[src/rtl/uart_ecc_pkg.sv]
// Shared definitions for the SECDED(8,4) UART transmitter and its future receiver.
package uart_ecc_pkg;

    localparam int unsigned NIB_BITS  = 4;
    localparam int unsigned CODE_BITS = 8;
    localparam int unsigned BIT_IDX_W = 4;

    typedef enum logic [2:0] {
        TX_IDLE,
        TX_START,
        TX_DATA,
        TX_STOP,
        TX_GAP
    } tx_state_e;

    // Clock cycles per bit period (integer division).
    function automatic int unsigned clks_per_bit(input int unsigned clk_hz,
                                                 input int unsigned baud);
        return clk_hz / baud;
    endfunction

    // Largest of three values; sizes the bit-time counter.
    function automatic int unsigned max3(input int unsigned a,
                                         input int unsigned b,
                                         input int unsigned c);
        int unsigned m;
        m = a;
        if (b > m) m = b;
        if (c > m) m = c;
        return m;
    endfunction

    // Hamming(7,4) plus overall parity: {p8,d3,d2,d1,p4,d0,p2,p1}.
    function automatic logic [CODE_BITS-1:0] hamming84_encode(input logic [NIB_BITS-1:0] d);
        logic p1, p2, p4, p8;
        p1 = d[0] ^ d[1] ^ d[3];
        p2 = d[0] ^ d[2] ^ d[3];
        p4 = d[1] ^ d[2] ^ d[3];
        p8 = ^{d, p1, p2, p4};
        return {p8, d[3], d[2], d[1], p4, d[0], p2, p1};
    endfunction

endpackage

[src/rtl/hamming84_enc.sv]
// Combinational SECDED(8,4) nibble encoder.
module hamming84_enc
    import uart_ecc_pkg::*;
(
    input  logic [NIB_BITS-1:0]  nib_i,
    output logic [CODE_BITS-1:0] code_o
);

    assign code_o = hamming84_encode(nib_i);

endmodule

[src/rtl/hamming_uart_tx_stream.sv]
// Word-wide SECDED(8,4) UART transmitter: one encoded frame per nibble, nibble 0 first.
module hamming_uart_tx_stream
    import uart_ecc_pkg::*;
#(
    parameter int unsigned DATA_W    = 8,
    parameter int unsigned CLK_HZ    = 100000000,
    parameter int unsigned BAUD      = 115200,
    parameter int unsigned STOP_BITS = 1,
    parameter int unsigned GAP_BITS  = 0
) (
    input  logic                        clk,
    input  logic                        rst,
    input  logic                        in_valid,
    output logic                        in_ready,
    input  logic [DATA_W-1:0]           in_data,
    input  logic [8*(DATA_W/4)-1:0]     in_err_mask,
    output logic                        tx,
    output logic                        busy,
    output logic                        byte_done,
    output logic                        word_done
);

    localparam int unsigned NIB   = DATA_W / 4;
    localparam int unsigned CPB   = clks_per_bit(CLK_HZ, BAUD);
    localparam int unsigned CNT_W = $clog2(max3(CPB * STOP_BITS, CPB * GAP_BITS, 2));
    localparam int unsigned NIB_W = $clog2(NIB + 1);
    localparam int unsigned BIT_W = BIT_IDX_W;

    tx_state_e                state_q;
    logic [CNT_W-1:0]         cnt_q;
    logic [BIT_W-1:0]         bit_q;
    logic [NIB_W-1:0]         nib_q;
    logic [DATA_W-1:0]        data_q;
    logic [8*NIB-1:0]         mask_q;
    logic                     tx_q;
    logic                     ready_q;
    logic                     busy_q;
    logic                     byte_done_q;
    logic                     word_done_q;

    logic [NIB_BITS-1:0]      nib_data_c;
    logic [CODE_BITS-1:0]     nib_mask_c;
    logic [CODE_BITS-1:0]     enc_c;
    logic [CODE_BITS-1:0]     code_c;
    logic                     bit_end_c;
    logic                     last_nib_c;

    // Select the active nibble and its error mask from the registered word.
    always_comb begin
        nib_data_c = '0;
        nib_mask_c = '0;
        for (int unsigned k = 0; k < NIB; k++) begin
            if (nib_q == NIB_W'(k)) begin
                nib_data_c = data_q[4*k +: 4];
                nib_mask_c = mask_q[8*k +: 8];
            end
        end
    end

    hamming84_enc u_enc (
        .nib_i  (nib_data_c),
        .code_o (enc_c)
    );

    assign code_c     = enc_c ^ nib_mask_c;
    assign bit_end_c  = (cnt_q == CNT_W'(CPB - 1));
    assign last_nib_c = (nib_q == NIB_W'(NIB - 1));

    // Frame sequencer with registered line and status outputs.
    always_ff @(posedge clk or posedge rst) begin
        if (rst) begin
            state_q     <= TX_IDLE;
            cnt_q       <= '0;
            bit_q       <= '0;
            nib_q       <= '0;
            data_q      <= '0;
            mask_q      <= '0;
            tx_q        <= 1'b1;
            ready_q     <= 1'b1;
            busy_q      <= 1'b0;
            byte_done_q <= 1'b0;
            word_done_q <= 1'b0;
        end else begin
            byte_done_q <= 1'b0;
            word_done_q <= 1'b0;
            case (state_q)
                TX_IDLE: begin
                    if (in_valid) begin
                        data_q  <= in_data;
                        mask_q  <= in_err_mask;
                        state_q <= TX_START;
                        tx_q    <= 1'b0;
                        ready_q <= 1'b0;
                        busy_q  <= 1'b1;
                        cnt_q   <= '0;
                        bit_q   <= '0;
                        nib_q   <= '0;
                    end
                end
                TX_START: begin
                    if (bit_end_c) begin
                        cnt_q   <= '0;
                        bit_q   <= '0;
                        state_q <= TX_DATA;
                        tx_q    <= code_c[0];
                    end else begin
                        cnt_q <= cnt_q + CNT_W'(1);
                    end
                end
                TX_DATA: begin
                    if (bit_end_c) begin
                        cnt_q <= '0;
                        if (bit_q == BIT_W'(7)) begin
                            bit_q   <= '0;
                            state_q <= TX_STOP;
                            tx_q    <= 1'b1;
                        end else begin
                            bit_q <= bit_q + BIT_W'(1);
                            tx_q  <= code_c[3'(bit_q[2:0] + 3'd1)];
                        end
                    end else begin
                        cnt_q <= cnt_q + CNT_W'(1);
                    end
                end
                TX_STOP: begin
                    // Raise the pulses one edge early so they occupy the final stop cycle.
                    if (bit_q == BIT_W'(STOP_BITS - 1) && cnt_q == CNT_W'(CPB - 2)) begin
                        byte_done_q <= 1'b1;
                        word_done_q <= last_nib_c;
                    end
                    if (bit_end_c) begin
                        cnt_q <= '0;
                        if (bit_q == BIT_W'(STOP_BITS - 1)) begin
                            bit_q <= '0;
                            if (last_nib_c) begin
                                state_q <= TX_IDLE;
                                nib_q   <= '0;
                                ready_q <= 1'b1;
                                busy_q  <= 1'b0;
                            end else begin
                                nib_q <= nib_q + NIB_W'(1);
                                if (GAP_BITS != 0) begin
                                    state_q <= TX_GAP;
                                end else begin
                                    state_q <= TX_START;
                                    tx_q    <= 1'b0;
                                end
                            end
                        end else begin
                            bit_q <= bit_q + BIT_W'(1);
                        end
                    end else begin
                        cnt_q <= cnt_q + CNT_W'(1);
                    end
                end
                TX_GAP: begin
                    if (bit_end_c) begin
                        cnt_q <= '0;
                        if (bit_q == BIT_W'(GAP_BITS - 1)) begin
                            bit_q   <= '0;
                            state_q <= TX_START;
                            tx_q    <= 1'b0;
                        end else begin
                            bit_q <= bit_q + BIT_W'(1);
                        end
                    end else begin
                        cnt_q <= cnt_q + CNT_W'(1);
                    end
                end
                default: begin
                    state_q <= TX_IDLE;
                    tx_q    <= 1'b1;
                    ready_q <= 1'b1;
                    busy_q  <= 1'b0;
                end
            endcase
        end
    end

    assign in_ready  = ready_q;
    assign busy      = busy_q;
    assign tx        = tx_q;
    assign byte_done = byte_done_q;
    assign word_done = word_done_q;

endmodule
[config.mk]
export PLATFORM = sky130hd
export DESIGN_NAME = hamming_uart_tx_stream
export DESIGN_NICKNAME = d
export VERILOG_FILES = /design/src/rtl/uart_ecc_pkg.sv /design/src/rtl/hamming84_enc.sv /design/src/rtl/hamming_uart_tx_stream.sv
export SDC_FILE = /design/constraint.sdc
export NUM_CORES = 1
export LEC_CHECK = 0
export ABC_AREA = 1
export CORE_MARGIN = 4
export CORE_UTILIZATION = 60
export DETAILED_ROUTE_END_ITERATION = 6
export HOLD_SLACK_MARGIN = 0.05
export PLACE_DENSITY = 0.94
export SLEW_MARGIN = 5
export SYNTH_ARGS = -nofsm -noshare
export SYNTH_HDL_FRONTEND = slang
export SYNTH_SLANG_ARGS = --single-unit
[constraint.sdc]
create_clock -name clk -period 3.2 [get_ports clk]
set_clock_uncertainty 0.2 [all_clocks]
set_input_delay 0.48 -clock clk [delete_from_list [all_inputs] [get_ports clk]]
set_output_delay 0.48 -clock clk [all_outputs]
set_load 0.05 [all_outputs]
==> flow_metrics.tcl, run 1 <==
set metrics [dict create \
    clkSinkCount 47 \
    hold_buffers 0 \
    wl_per_cell_um 14.4 \
    yosysSeqAreaShare 0.436 \
    yosysTopAreaCell "dfrtp_1" \
    die_height_um 75.1 \
    worstPathMaxFanout 14 \
    setup-tns-final_ns 0 \
    p_leak_uw 0.00159 \
    regArea_um2 1180 \
    ys_types 35 \
    routed_via_density 5.62 \
    grt_setup_unrepaired "false" \
    htreeDepth 2 \
    hold_path_class "register to register" \
    row_count 24 \
    cts_tree "done" \
    critPathArrivalTime_ns 2.45 \
    synth_common_cells "nand2_1 (85), dfrtp_1 (45), inv_1 (43), nand3_1 (26), mux2_2 (22)" \
    dpl.cell_count 402 \
    critPathCaptureType "register" \
    overflow 0 \
    insertion_delay_ns 0.31 \
    antennaDiodeCount 0 \
    synth-edff-count 0 \
    slew-limit-headroom 0.363 \
    worst-setup-path-type "register to register" \
    syn-cell-area_um2 2710 \
    setup_viol 0 \
    syn_area_per_cell_um2 8.37 \
    hold_viol 0 \
    syn_inst 323 \
    die_area_um2 5650 \
    power_density_nw_per_um2 330 \
    multi_input_area_um2 1320 \
    min_period_ns 2.40 \
    track_usage 0.235 \
    period_share 0.750 \
    root_buffer "clkbuf_8" \
    peakVddDrop_mv 0.318 \
    syn-num-nets 358 \
    ant_nets 0 \
    synth.most_common_cell "nand2_1" \
    routed_wirelength_mm 5.90 \
    synth_top_area_share 0.416 \
    grt_pass1_wl_mm 10.0 \
    cp.required_ns 3.25 \
    grt_max_degree 48 \
    nFillCells 306 \
    clk_path_buf_depth 2 \
    ys_dominant_reg_cell "dfrtp_1" \
    first_iter_violations 228 \
    async_reset_ff_frac 1.00 \
    worstMarginPinSlew_ns 0.955 \
    cp-start-kind "register" \
    synthToLayoutAreaGrowth_pct 16.4 \
    io_buffers 31 \
    synth_seq_cells 47 \
    fin_nets 392 \
    ios 32 \
    num_vias 2303 \
    hpwl_mm 4.48 \
    final-instance-count-excl-fill 410 \
    place.gp.congestion 0.920 \
    synth_warnings 0 \
    layout-drive-gt1-share 0.142 \
    post_cts_buffers 0 \
    outcome "complete, no violations" \
    path_clk_slew_ns 0.10 \
    numCtsBuffers 5 \
    cap_violations 0 \
    ctsResizeCount 0 \
    drc 0 \
    fmax_ghz 0.417 \
    die_w_um 75.1 \
    grt_pass1_vias 2281 \
    start_util 0.621 \
    first_pass_iters 4 \
    slew_violations 0 \
    grt_antenna_before_repair 0 \
    utilization 0.723 \
    core-area_um2 4350 \
    synthTopCellsByArea "dfrtp_1 (42%), nand2_1 (12%), mux2_2 (9.2%), inv_1 (6.0%), nand3_1 (4.8%)" \
]
-- flip-flops by register name (all words and copies together) (netlist names) --
signal	cells
busy	1
mask_q	16
nib_q	2
data_q	8
cnt_q	10
tx	1
state_q	2
byte_done	1
word_done	1
bit_q	4
in_ready	1
-- path summary, 6_finish.rpt --
check                         start         to  slack, ns  depth (start not counted)
max in group asynchronous       rst       busy       1.70                          2
hold reg to reg            in_ready   in_ready       0.28                          2
min in group asynchronous       rst  data_q[7]       0.50                          2
setup / recovery           nib_q[0]         tx       0.80                         15
hold / removal             in_ready   in_ready       0.28                          2
setup reg to reg           nib_q[0]         tx       0.80                         15
-- layer usage --
| metal | routed length, um | part of all wire | track usage |
|---|---|---|---|
| met3 | 286 | 0.048 | 0.0414 |
| met5 | 0 | 0 | 0 |
| met1 | 2480 | 0.42 | 0.296 |
| met4 | 140 | 0.024 | 0.0971 |
| met2 | 2990 | 0.51 | 0.397 |
-- report_power, final --
part | total [uW] | switching (uW) | internal (uW)
clock | 386 | 225 | 161
sequential | 598 | 1.50 | 597
combinational | 55.5 | 23.4 | 32.0
total | 1040 | 250 | 790
-- cell families (layout without fill, tap and decap cells) --
family | Yosys count | count (layout) | share of synthesized area
mux | 22 | 22 | 0.0916
fa+ha+maj | 8 | 8 | 0.0370
buf+inv | 50 | 85 | 0.0754
flops | 47 | 47 | 0.436
compound gates | 42 | 42 | 0.0888
simple gates | 148 | 148 | 0.252
xor+xnor | 6 | 6 | 0.0194
-- through the flow --
| step | instance area (um^2) | power (uW) | hold WS, ns | setup WS (ns) |
|---|---|---|---|---|
| 3_5_place_dp | 3050 | 666 | 0.266 | 0.870 |
| 5_1_grt | 3150 | 1070 | 0.299 | 0.545 |
| 3_3_place_gp | 3050 | 665 | 0.261 | 0.926 |
| 4_1_cts | 3150 | 1040 | 0.281 | 0.833 |
| 2_1_floorplan | 2710 | 627 | 0.274 | 1.31 |
| 6_report | 3150 | 1040 | 0.277 | 0.799 |
-- layout by cell type, fill, tap and decap left out, drive strengths merged, types with 2 or more instances in the layout --
cell type | netlist | routed
dfrtp | 45 | 45
clkinv | 1 | 2
xnor2 | 2 | 2
ha | 8 | 8
o22ai | 5 | 5
nor2 | 13 | 13
nor3 | 5 | 5
nand4 | 3 | 3
nand2 | 96 | 96
xor2 | 4 | 4
nand3 | 28 | 28
inv | 44 | 46
clkdlybuf4s50 | 0 | 31
o31ai | 3 | 3
dfstp | 2 | 2
o21ai | 14 | 14
mux2 | 22 | 22
clkbuf | 1 | 5
a21oi | 16 | 16
nor4 | 3 | 3
-- worst max-delay path, stage by stage (launching register included) --
cell and delay (ns):
dfrtp_1 0.58, nor2_2 0.45, nand2_1 0.16, nand2_2 0.16, inv_1 0.12, nand2_1 0.07, nand2_1 0.05, nand2_1 0.06
nand3_1 0.07, nand2_1 0.06, nand2_1 0.05, nand2_1 0.05, nand2_1 0.04, nand2_1 0.05, nand2_1 0.06, a21oi_2 0.11
-- cell type report --
type	instances	area share
Timing Repair Buffer	32	0.101
Inverter	45	0.0537
Clock inverter	3	0.00835
Clock buffer	5	0.0219
Tap cell	52	0.0207
Multi-Input combinational cell	226	0.420
Sequential cell	47	0.374
Power figures use the tool's default switching activity.
==> run 2: changes to the inputs <==
- CORE_UTILIZATION: 60 -> 50
- PLACE_DENSITY: 0.94 -> 0.84
- clock period: 3.2 -> 2.1 ns (I/O delays scaled with it)
==> flow_metrics.tcl, run 2 (synthesis results as in run 1) <==
set metrics [dict create \
    grt_pass1_wl_mm 10.1 \
    die_height_um 81.6 \
    crit_chain "clkinv_1 -> ha_1 -> nand3_1 -> nand2_1 -> o21ai_1 -> nor2_1 -> o31ai_1 -> o21ai_0" \
    critPathArrivalTime_ns 2.05 \
    track_usage 0.195 \
    io_buffers 31 \
    insertion_delay_ns 0.30 \
    root_buffer "clkbuf_8" \
    most-common-layout-cells "nand2_1 (84), dfrtp_1 (44), inv_1 (40)" \
    path_clk_slew_ns 0.09 \
    r2r-start "bit_q[0]" \
    worstMarginPinSlew_ns 0.532 \
    start_util 0.523 \
    fmax_ghz 0.483 \
    cap_violations 0 \
    setup-tns-final_ns 0 \
    cp-start-kind "register" \
    dpl.cell_count 430 \
    hold_path_class "primary input to asynchronous set/reset pin" \
    outcome "complete, no violations" \
    slew_violations 0 \
    slew-limit-headroom 0.645 \
    min_period_ns 2.07 \
    period_share 0.985 \
    worstPathMaxFanout 6 \
    grt_setup_unrepaired "true" \
    setup_viol 0 \
    htreeDepth 2 \
    worst-setup-path-type "register to register" \
    cpMaxStageDelayCell "dfrtp_1" \
    regMostFlops "mask_q" \
    routed_wirelength_mm 6.10 \
    ios 32 \
    layout-drive-gt1-share 0.201 \
    cpPeakStageDelay_ns 0.46 \
    die_w_um 81.6 \
    fin_nets 407 \
    drc 0 \
    peakVddDrop_mv 0.411 \
    routed_via_density 5.32 \
    multi_input_area_um2 1360 \
    first_pass_iters 4 \
    place.gp.congestion 0.872 \
    power_density_nw_per_um2 460 \
    critPathCaptureType "register" \
    largest_reg_flops 16 \
    die_area_um2 6650 \
    ff2ff_path_depth 8 \
    p_leak_uw 0.00167 \
    final_common_cell "nand2_1" \
    r2r_end "state_q[0]" \
    hold_buffers 0 \
    final.setup.worst_slack_ns 0.0316 \
    overflow 0 \
    num_vias 2356 \
    synthToLayoutAreaGrowth_pct 23.6 \
    core-area_um2 5170 \
    largestRegisters "mask_q (16), cnt_q (10), data_q (8)" \
    antennaDiodeCount 0 \
    first_iter_violations 151 \
    pre_cts_slack_ns 0.0462 \
    place_area_um2 3180 \
    final-instance-count-excl-fill 443 \
    clkSinkCount 47 \
    hpwl_mm 4.49 \
    wl_per_cell_um 13.8 \
    grt_pass1_vias 2331 \
    hold_viol 0 \
    cp.required_ns 2.08 \
    design_area_um2 3340 \
    cts_tree "done" \
    ant_nets 0 \
    regArea_um2 1180 \
    numCtsBuffers 5 \
    utilization 0.646 \
    r2r_slack_ns 0.03 \
    row_count 26 \
    grt_max_degree 27 \
    clk_path_buf_depth 2 \
    nFillCells 404 \
    grt_antenna_before_repair 0 \
]
run 2: cell count changes in the layout (fill, tap and decap cells not counted), moves of 2 or more:
cell | previous run | this run
clkbuf_1 | 0 | 2
buf_4 | 1 | 14
buf_12 | 0 | 3
inv_6 | 2 | 0
clkdlybuf4s50_1 | 31 | 29
inv_1 | 42 | 40
inv_2 | 2 | 4
run 2: timing repair:
action | in CTS | in global routing
resized for setup | 0 | 13
setup endpoints to repair | 0 | 7
buffers inserted | 0 | 5
hold endpoints to repair | 0 | 0
run 2: routing by layer:
layer,GRT usage,share of wire,vias to the layer above
li1,-,-,1149
met3,0.0362,0.040,13
met5,0,0,-
met2,0.327,0.50,68
met1,0.251,0.44,1126
met4,0.0726,0.019,0
run 2: cell type report:
type                            count  share of cell area
Sequential cell                    47               0.353
Clock inverter                      1             0.00150
Tap cell                           70              0.0262
Clock buffer                        7              0.0228
Timing Repair Buffer               47               0.140
Multi-Input combinational cell    226               0.406
Inverter                           45              0.0505
run 2: stage by stage:
step,power [uW],hold slack (ns)
after floorplan,955,0.266
after global placement,1020,0.259
after detailed placement,1020,0.271
after CTS,1550,0.182
after global routing,1600,0.194
final,1540,0.169
run 2: critical path: cells and delay by family (launching register included):
kind                       cells  cell delay (ns)
AOI/OAI and AO/OA              3             0.47
DFF                            1             0.46
buffers and inverters          1             0.13
and+or+nand+nor                3             0.48
adders and majority gates      1             0.21
run 2: worst max path at each step:
stage                from          to  slack [ns]  depth (start not counted)
4_1_cts          cnt_q[0]        busy       0.009                         11
6_report         bit_q[0]  state_q[0]        0.03                          8
3_5_place_dp     bit_q[0]        busy        0.05                         10
2_1_floorplan  state_q[0]   data_q[4]        0.21                          5
5_1_grt          bit_q[0]        busy       -0.05                         10
3_3_place_gp     cnt_q[0]        busy        0.12                         11
run 2: power breakdown:
group / internal (uW) / total (uW) / leakage [uW] / switching, uW
logic: 53.3 / 90.4 / 0.00105 / 37.2
clock network: 234 / 536 / 0.0000422 / 302
registers: 909 / 911 / 0.000582 / 2.52
total: 1200 / 1540 / 0.00167 / 341
